<file path="config.mk">
export PLATFORM = sky130hd
export DESIGN_NAME = if_stage
export DESIGN_NICKNAME = d
export VERILOG_FILES = /design/src/rtl/if_stage.sv
export SDC_FILE = /design/constraint.sdc
export NUM_CORES = 1
export LEC_CHECK = 0
export ABC_AREA = 0
export CAP_MARGIN = 20
export CORE_MARGIN = 1.5
export CORE_UTILIZATION = 46
export CTS_CLUSTER_DIAMETER = 60
export CTS_CLUSTER_SIZE = 24
export DETAILED_ROUTE_END_ITERATION = 10
export PLACE_DENSITY = 0.8
export SKIP_CTS_REPAIR_TIMING = 1
export SLEW_MARGIN = 10
export SYNTH_ARGS = -nofsm -noshare
export SYNTH_HDL_FRONTEND = slang
export SYNTH_SLANG_ARGS = --single-unit
export TNS_END_PERCENT = 1
</file>
<file path="constraint.sdc">
create_clock -name clk -period 2.95 [get_ports clk]
set_input_delay 0.295 -clock clk [delete_from_list [all_inputs] [get_ports clk]]
set_output_delay 0.295 -clock clk [all_outputs]
set_load 0.05 [all_outputs]
</file>
<file path="src/rtl/if_stage.sv">
`timescale 1ns/1ps
`default_nettype none
// ============================================================================
// Module   : if_stage
// Purpose  : Instruction-fetch stage: PC register and IF/ID pipeline register.
//            Handles load-use stalls, EX redirects and halt requests, and
//            keeps a sticky misaligned-target flag and a saturating bubble
//            counter. All state updates on the falling clock edge.
// Revision : 1.0 - initial release
// ============================================================================
module if_stage #(
  parameter logic [31:0] RESET_PC  = 32'h0000_0000,
  parameter logic [31:0] NOP_INSTR = 32'h0000_0013
) (
  input  logic        clk,
  input  logic        rst,
  output logic [31:0] imem_addr,
  input  logic [31:0] imem_rdata,
  input  logic        redirect_valid,
  input  logic [31:0] redirect_pc,
  input  logic        idex_load,
  input  logic [4:0]  idex_rd,
  input  logic        halt_req,
  output logic [31:0] instr_out,
  output logic [31:0] pc_out,
  output logic [31:0] sum_out,
  output logic        valid_out,
  output logic        bubble_out,
  output logic        misalign_err,
  output logic [15:0] bubble_cnt
);

  typedef enum logic [1:0] {
    RUN   = 2'd0,
    STALL = 2'd1,
    HALT  = 2'd2
  } state_t;

  state_t      state;
  state_t      state_nxt;
  logic [31:0] pc;
  logic [31:0] pc_nxt;
  logic [31:0] pc_plus4;
  logic [31:0] instr_nxt;
  logic [31:0] pc_out_nxt;
  logic [31:0] sum_out_nxt;
  logic        valid_nxt;
  logic        hazard;

  assign imem_addr = pc;
  assign pc_plus4  = pc + 32'd4;   // wraps naturally modulo 2^32

  // Load-use hazard: the ID/EX load writes a register the IF/ID instruction reads
  assign hazard = idex_load && (idex_rd != 5'd0) && valid_out &&
                  ((idex_rd == instr_out[19:15]) || (idex_rd == instr_out[24:20]));

  // A bubble is only inserted from RUN; the STALL cycle lets the held
  // instruction proceed. Follows hazard even when a redirect wins.
  assign bubble_out = (state == RUN) && hazard;

  // Next-state, next-PC and next IF/ID contents
  always_comb begin
    state_nxt   = state;
    pc_nxt      = pc;
    instr_nxt   = instr_out;
    pc_out_nxt  = pc_out;
    sum_out_nxt = sum_out;
    valid_nxt   = valid_out;

    if (redirect_valid) begin
      pc_nxt      = {redirect_pc[31:2], 2'b00};
      instr_nxt   = NOP_INSTR;
      pc_out_nxt  = 32'd0;
      sum_out_nxt = 32'd0;
      valid_nxt   = 1'b0;
      state_nxt   = RUN;
    end else begin
      case (state)
        RUN: begin
          if (hazard) begin
            state_nxt = STALL;
          end else if (halt_req) begin
            instr_nxt = NOP_INSTR;
            valid_nxt = 1'b0;
            state_nxt = HALT;
          end else begin
            pc_nxt      = pc_plus4;
            instr_nxt   = imem_rdata;
            pc_out_nxt  = pc;
            sum_out_nxt = pc_plus4;
            valid_nxt   = 1'b1;
          end
        end
        STALL: begin
          pc_nxt      = pc_plus4;
          instr_nxt   = imem_rdata;
          pc_out_nxt  = pc;
          sum_out_nxt = pc_plus4;
          valid_nxt   = 1'b1;
          state_nxt   = RUN;
        end
        HALT: begin
          valid_nxt = 1'b0;
          if (!halt_req) begin
            state_nxt = RUN;   // release edge performs no fetch
          end
        end
        default: begin
          state_nxt = RUN;
        end
      endcase
    end
  end

  // State, PC and IF/ID register update on the falling edge
  always_ff @(negedge clk) begin
    if (rst) begin
      state     <= RUN;
      pc        <= RESET_PC;
      instr_out <= NOP_INSTR;
      pc_out    <= 32'd0;
      sum_out   <= 32'd0;
      valid_out <= 1'b0;
    end else begin
      state     <= state_nxt;
      pc        <= pc_nxt;
      instr_out <= instr_nxt;
      pc_out    <= pc_out_nxt;
      sum_out   <= sum_out_nxt;
      valid_out <= valid_nxt;
    end
  end

  // Sticky misalign flag and saturating bubble/flush counter
  always_ff @(negedge clk) begin
    if (rst) begin
      misalign_err <= 1'b0;
      bubble_cnt   <= 16'd0;
    end else begin
      if (redirect_valid && (redirect_pc[1:0] != 2'b00)) begin
        misalign_err <= 1'b1;
      end
      if ((bubble_out || redirect_valid) && (bubble_cnt != 16'hFFFF)) begin
        bubble_cnt <= bubble_cnt + 16'd1;
      end
    end
  end

endmodule
`default_nettype wire

</file>
==> insert_results.sql <==
INSERT INTO impl_metrics (metric_group, metric, value, unit) VALUES
('power', 'p_per_cell_area', '538', 'nW/um2'),
('timing', 'final.setup.worst_slack', '-0.817', 'ns'),
('setup_path', 'critical_path_cell_count', '7', ''),
('logic_synthesis', 'synth_area_leader_cell', 'dfxtp_1', ''),
('cts', 'tritoncts_clock_tree', 'built', ''),
('timing', 'hold_violation_total_from_the_final_report', '0', ''),
('timing', 'slew_at_the_pin_with_the_worst_max_slew_slack', '0.776', 'ns'),
('global_route', 'antenna_found_initial', '0', ''),
('setup_path', 'crit_fanout', '2', ''),
('global_route', 'number_of_global_route_vias_before_repair', '8312', ''),
('logic_synthesis', 'synth-edff-count', '0', ''),
('power', 'irDropWorstVdd', '485', 'uV'),
('placement', 'placed_area', '11000', 'um2'),
('outcome', 'violated_checks', 'negative setup slack', ''),
('setup_path', 'number_of_cells_traversed_by_the_worst_register_to_register_path', '6', ''),
('global_route', 'grtUsageTotal', '34.2', '%'),
('timing', 'fin_skew', '0.0427', 'ns'),
('setup_path', 'timing.critical_path.buf_inv', '3', ''),
('timing', 'slew_headroom', '47.8', '%'),
('floorplan', 'io_pins', '221', ''),
('setup_path', 'timing.critical_path.arrival', '3.47', 'ns'),
('floorplan', 'die_w', '124', 'um'),
('detailed_routing', 'detail_route.vias_per_cell', '6.10', ''),
('logic_synthesis', 'seq_area_frac_synth', '42.3', '%'),
('timing', 'setup_viol', '141', ''),
('final_layout', 'diodes', '0', ''),
('floorplan', 'die_height', '124', 'um'),
('timing', 'grt_setup_unrepaired', 'yes', ''),
('floorplan', 'dieArea', '15300', 'um2'),
('setup_path', 'crit_path_max_incr_delay', '0.33', 'ns'),
('logic_synthesis', 'synth.ff_latch_count', '142', ''),
('setup_path', 'critical_path.top_delay_family', 'buffers and inverters', ''),
('logic_synthesis', 'post_synth_instance_area', '6720', 'um2'),
('cts', 'clock_sink_count', '142', ''),
('cts', 'ctsHtreeMaxLevel', '4', ''),
('detailed_routing', 'first_pass_iters', '8', ''),
('setup_path', 'crit_path_top_delay_cell', 'dfxtp_2', ''),
('setup_path', 'most_repeated_library_cell_on_the_critical_path', 'buf_6', ''),
('power', 'design_power_total', '0.00683', 'W'),
('placement', 'dp_cells', '1236', ''),
('detailed_routing', 'detail_route.wirelength', '30.8', 'mm'),
('logic_synthesis', 'synthesis.yosys.warnings', '0', ''),
('cts', 'cts_buffer_depth', '2', ''),
('final_layout', 'final_nets', '1307', ''),
('detailed_routing', 'dr_total_vias', '8654', ''),
('logic_synthesis', 'netlist-cell-type-count', '61', ''),
('floorplan', 'floorplan.core_area', '14000', 'um2'),
('setup_path', 'cell_chain_critical_path', 'xnor2_1, nand3_1, o22a_2, buf_6, nor2_4, buf_6, buf_12', ''),
('outcome', 'run_status', 'complete, but fails checks', ''),
('flow_run', 'drv.max_cap_violation_count', '0', ''),
('floorplan', 'rows', '43', ''),
('setup_path', 'worst_setup_path_start_kind', 'flip-flop', ''),
('hold_path', 'min_delay_path_depth', '2', ''),
('setup_path', 'endpoint_type_of_the_worst_setup_path', 'primary output', ''),
('logic_synthesis', 'synthArstFlopShare', '0', '%'),
('final_layout', 'final_area', '12700', 'um2'),
('placement', 'routabilityCongestion', '0.872', ''),
('final_layout', 'area_growth', '88.8', '%'),
('final_layout', 'layout-drive-gt1-share', '31.1', '%'),
('cts', 'clk_root_buffer_cell', 'clkbuf_16', ''),
('cts', 'clock_insertion_delay_worst_skew', '0.50', 'ns'),
('detailed_routing', 'wl_per_cell', '21.7', 'um'),
('detailed_routing', 'antenna_violating_nets_post_route', '0', ''),
('detailed_routing', 'detail_route.iter0.violations', '963', ''),
('logic_synthesis', 'top_post_synthesis_cells_by_area', 'dfxtp_1 42%, nand2_1 7.0%, nand3_1 4.6%, a21oi_1 4.3%, xnor2_1 3.4%', ''),
('detailed_routing', 'drc_errors', '0', ''),
('logic_synthesis', 'yosysMostFrequentCell', 'dfxtp_1', ''),
('power', 'power.static_leakage', '5.32', 'nW'),
('global_route', 'global_route_wire_length_before_repair', '40.2', 'mm'),
('cts', 'clk_transition_reported_paths', '0.06', 'ns'),
('final_layout', 'final_cells', '1419', '');
final cells by class:
class / instances / area (um2)
repair buffers: 311 / 4520
multi-input cells: 600 / 3870
flip-flops and latches: 142 / 2880
fillers: 535 / 1350
clock inverters: 156 / 719
clock buffers: 17 / 425
well taps: 180 / 225
inverters: 13 / 48.8
metrics by stage:
| stage | TNS, ns | hold WS (ns) | util [%] |
|---|---|---|---|
| finish | -40.26 | 0.481 | 90.4 |
| global route | -43.60 | 0.501 | 90.4 |
| CTS | -95.13 | 0.483 | 86.7 |
| detailed placement | -157.40 | 0.478 | 78.6 |
| global placement | -148.58 | 0.472 | 78.6 |
| floorplan | -62.66 | 0.516 | - |
worst paths after layout:
check                      from             to  slack (ns)
setup / recovery  instr_out[24]     bubble_out       -0.82
hold reg to reg    misalign_err   misalign_err        0.48
setup reg to reg   imem_addr[2]  imem_addr[28]        0.26
hold / removal     misalign_err   misalign_err        0.48
registers in the layout (all words and copies together), names as in the netlist:
register / flops
misalign_err: 1
pc_out: 30
valid_out: 1
instr_out: 32
bubble_cnt: 16
imem_addr: 30
sum_out: 30
state: 2
tightest hold or removal path, stage by stage, from the launching register on:
cell and delay [ns]:
dfxtp_1 0.32, inv_1 0.06, a21oi_1 0.05
cell families after synthesis:
logic type / Yosys count / synth area share (%)
AND/OR/NAND/NOR: 360 / 26.8
multiplexers: 4 / 0.652
AO/OA/AOI/OAI: 186 / 18.2
buffers and inverters: 94 / 5.94
adder cells (fa/ha/maj): 6 / 1.12
XOR/XNOR: 38 / 4.95
other: 1 / 0.0558
flip-flops: 142 / 42.3
routing by layer:
layer / share of wire (%) / global-route usage, %
met5: 0 / 0
met1: 34 / 35.0
met4: 5.9 / 24.1
met3: 12 / 13.7
met2: 49 / 57.1
cell usage in the layout (no fill, tap or decap), types with 6 or more instances in the layout:
cell,netlist,layout
nor2_2,0,6
conb_1,1,6
nand3_1,62,57
or4_1,17,9
and3_1,7,7
a211oi_1,22,12
buf_12,0,155
clkbuf_16,0,19
nand4_1,7,7
buf_4,6,72
nand2b_1,14,14
clkdlybuf4s50_1,0,66
nor3_1,26,24
buf_6,0,9
nand2_1,125,122
a211oi_2,1,11
or4_4,1,9
o21ai_1,9,10
o311a_1,13,12
o21ai_0,30,26
nor4b_1,9,8
inv_1,14,156
a21oi_2,2,19
nor4_1,14,14
dfxtp_2,0,28
xor2_1,12,12
nor3b_1,9,9
dfxtp_1,142,114
xnor2_1,26,21
nor2b_1,6,6
o31ai_1,10,10
ha_1,6,6
a21oi_1,58,39
nor2_1,47,40
a22oi_1,7,7
report_power, final:
part | switching [W] | leakage [nW] | internal (W)
sequential | 0.000136 | 1.17 | 0.00202
clock | 0.00163 | 1.06 | 0.00168
combinational | 0.000726 | 3.09 | 0.000644
Power figures use the tool's default switching activity.
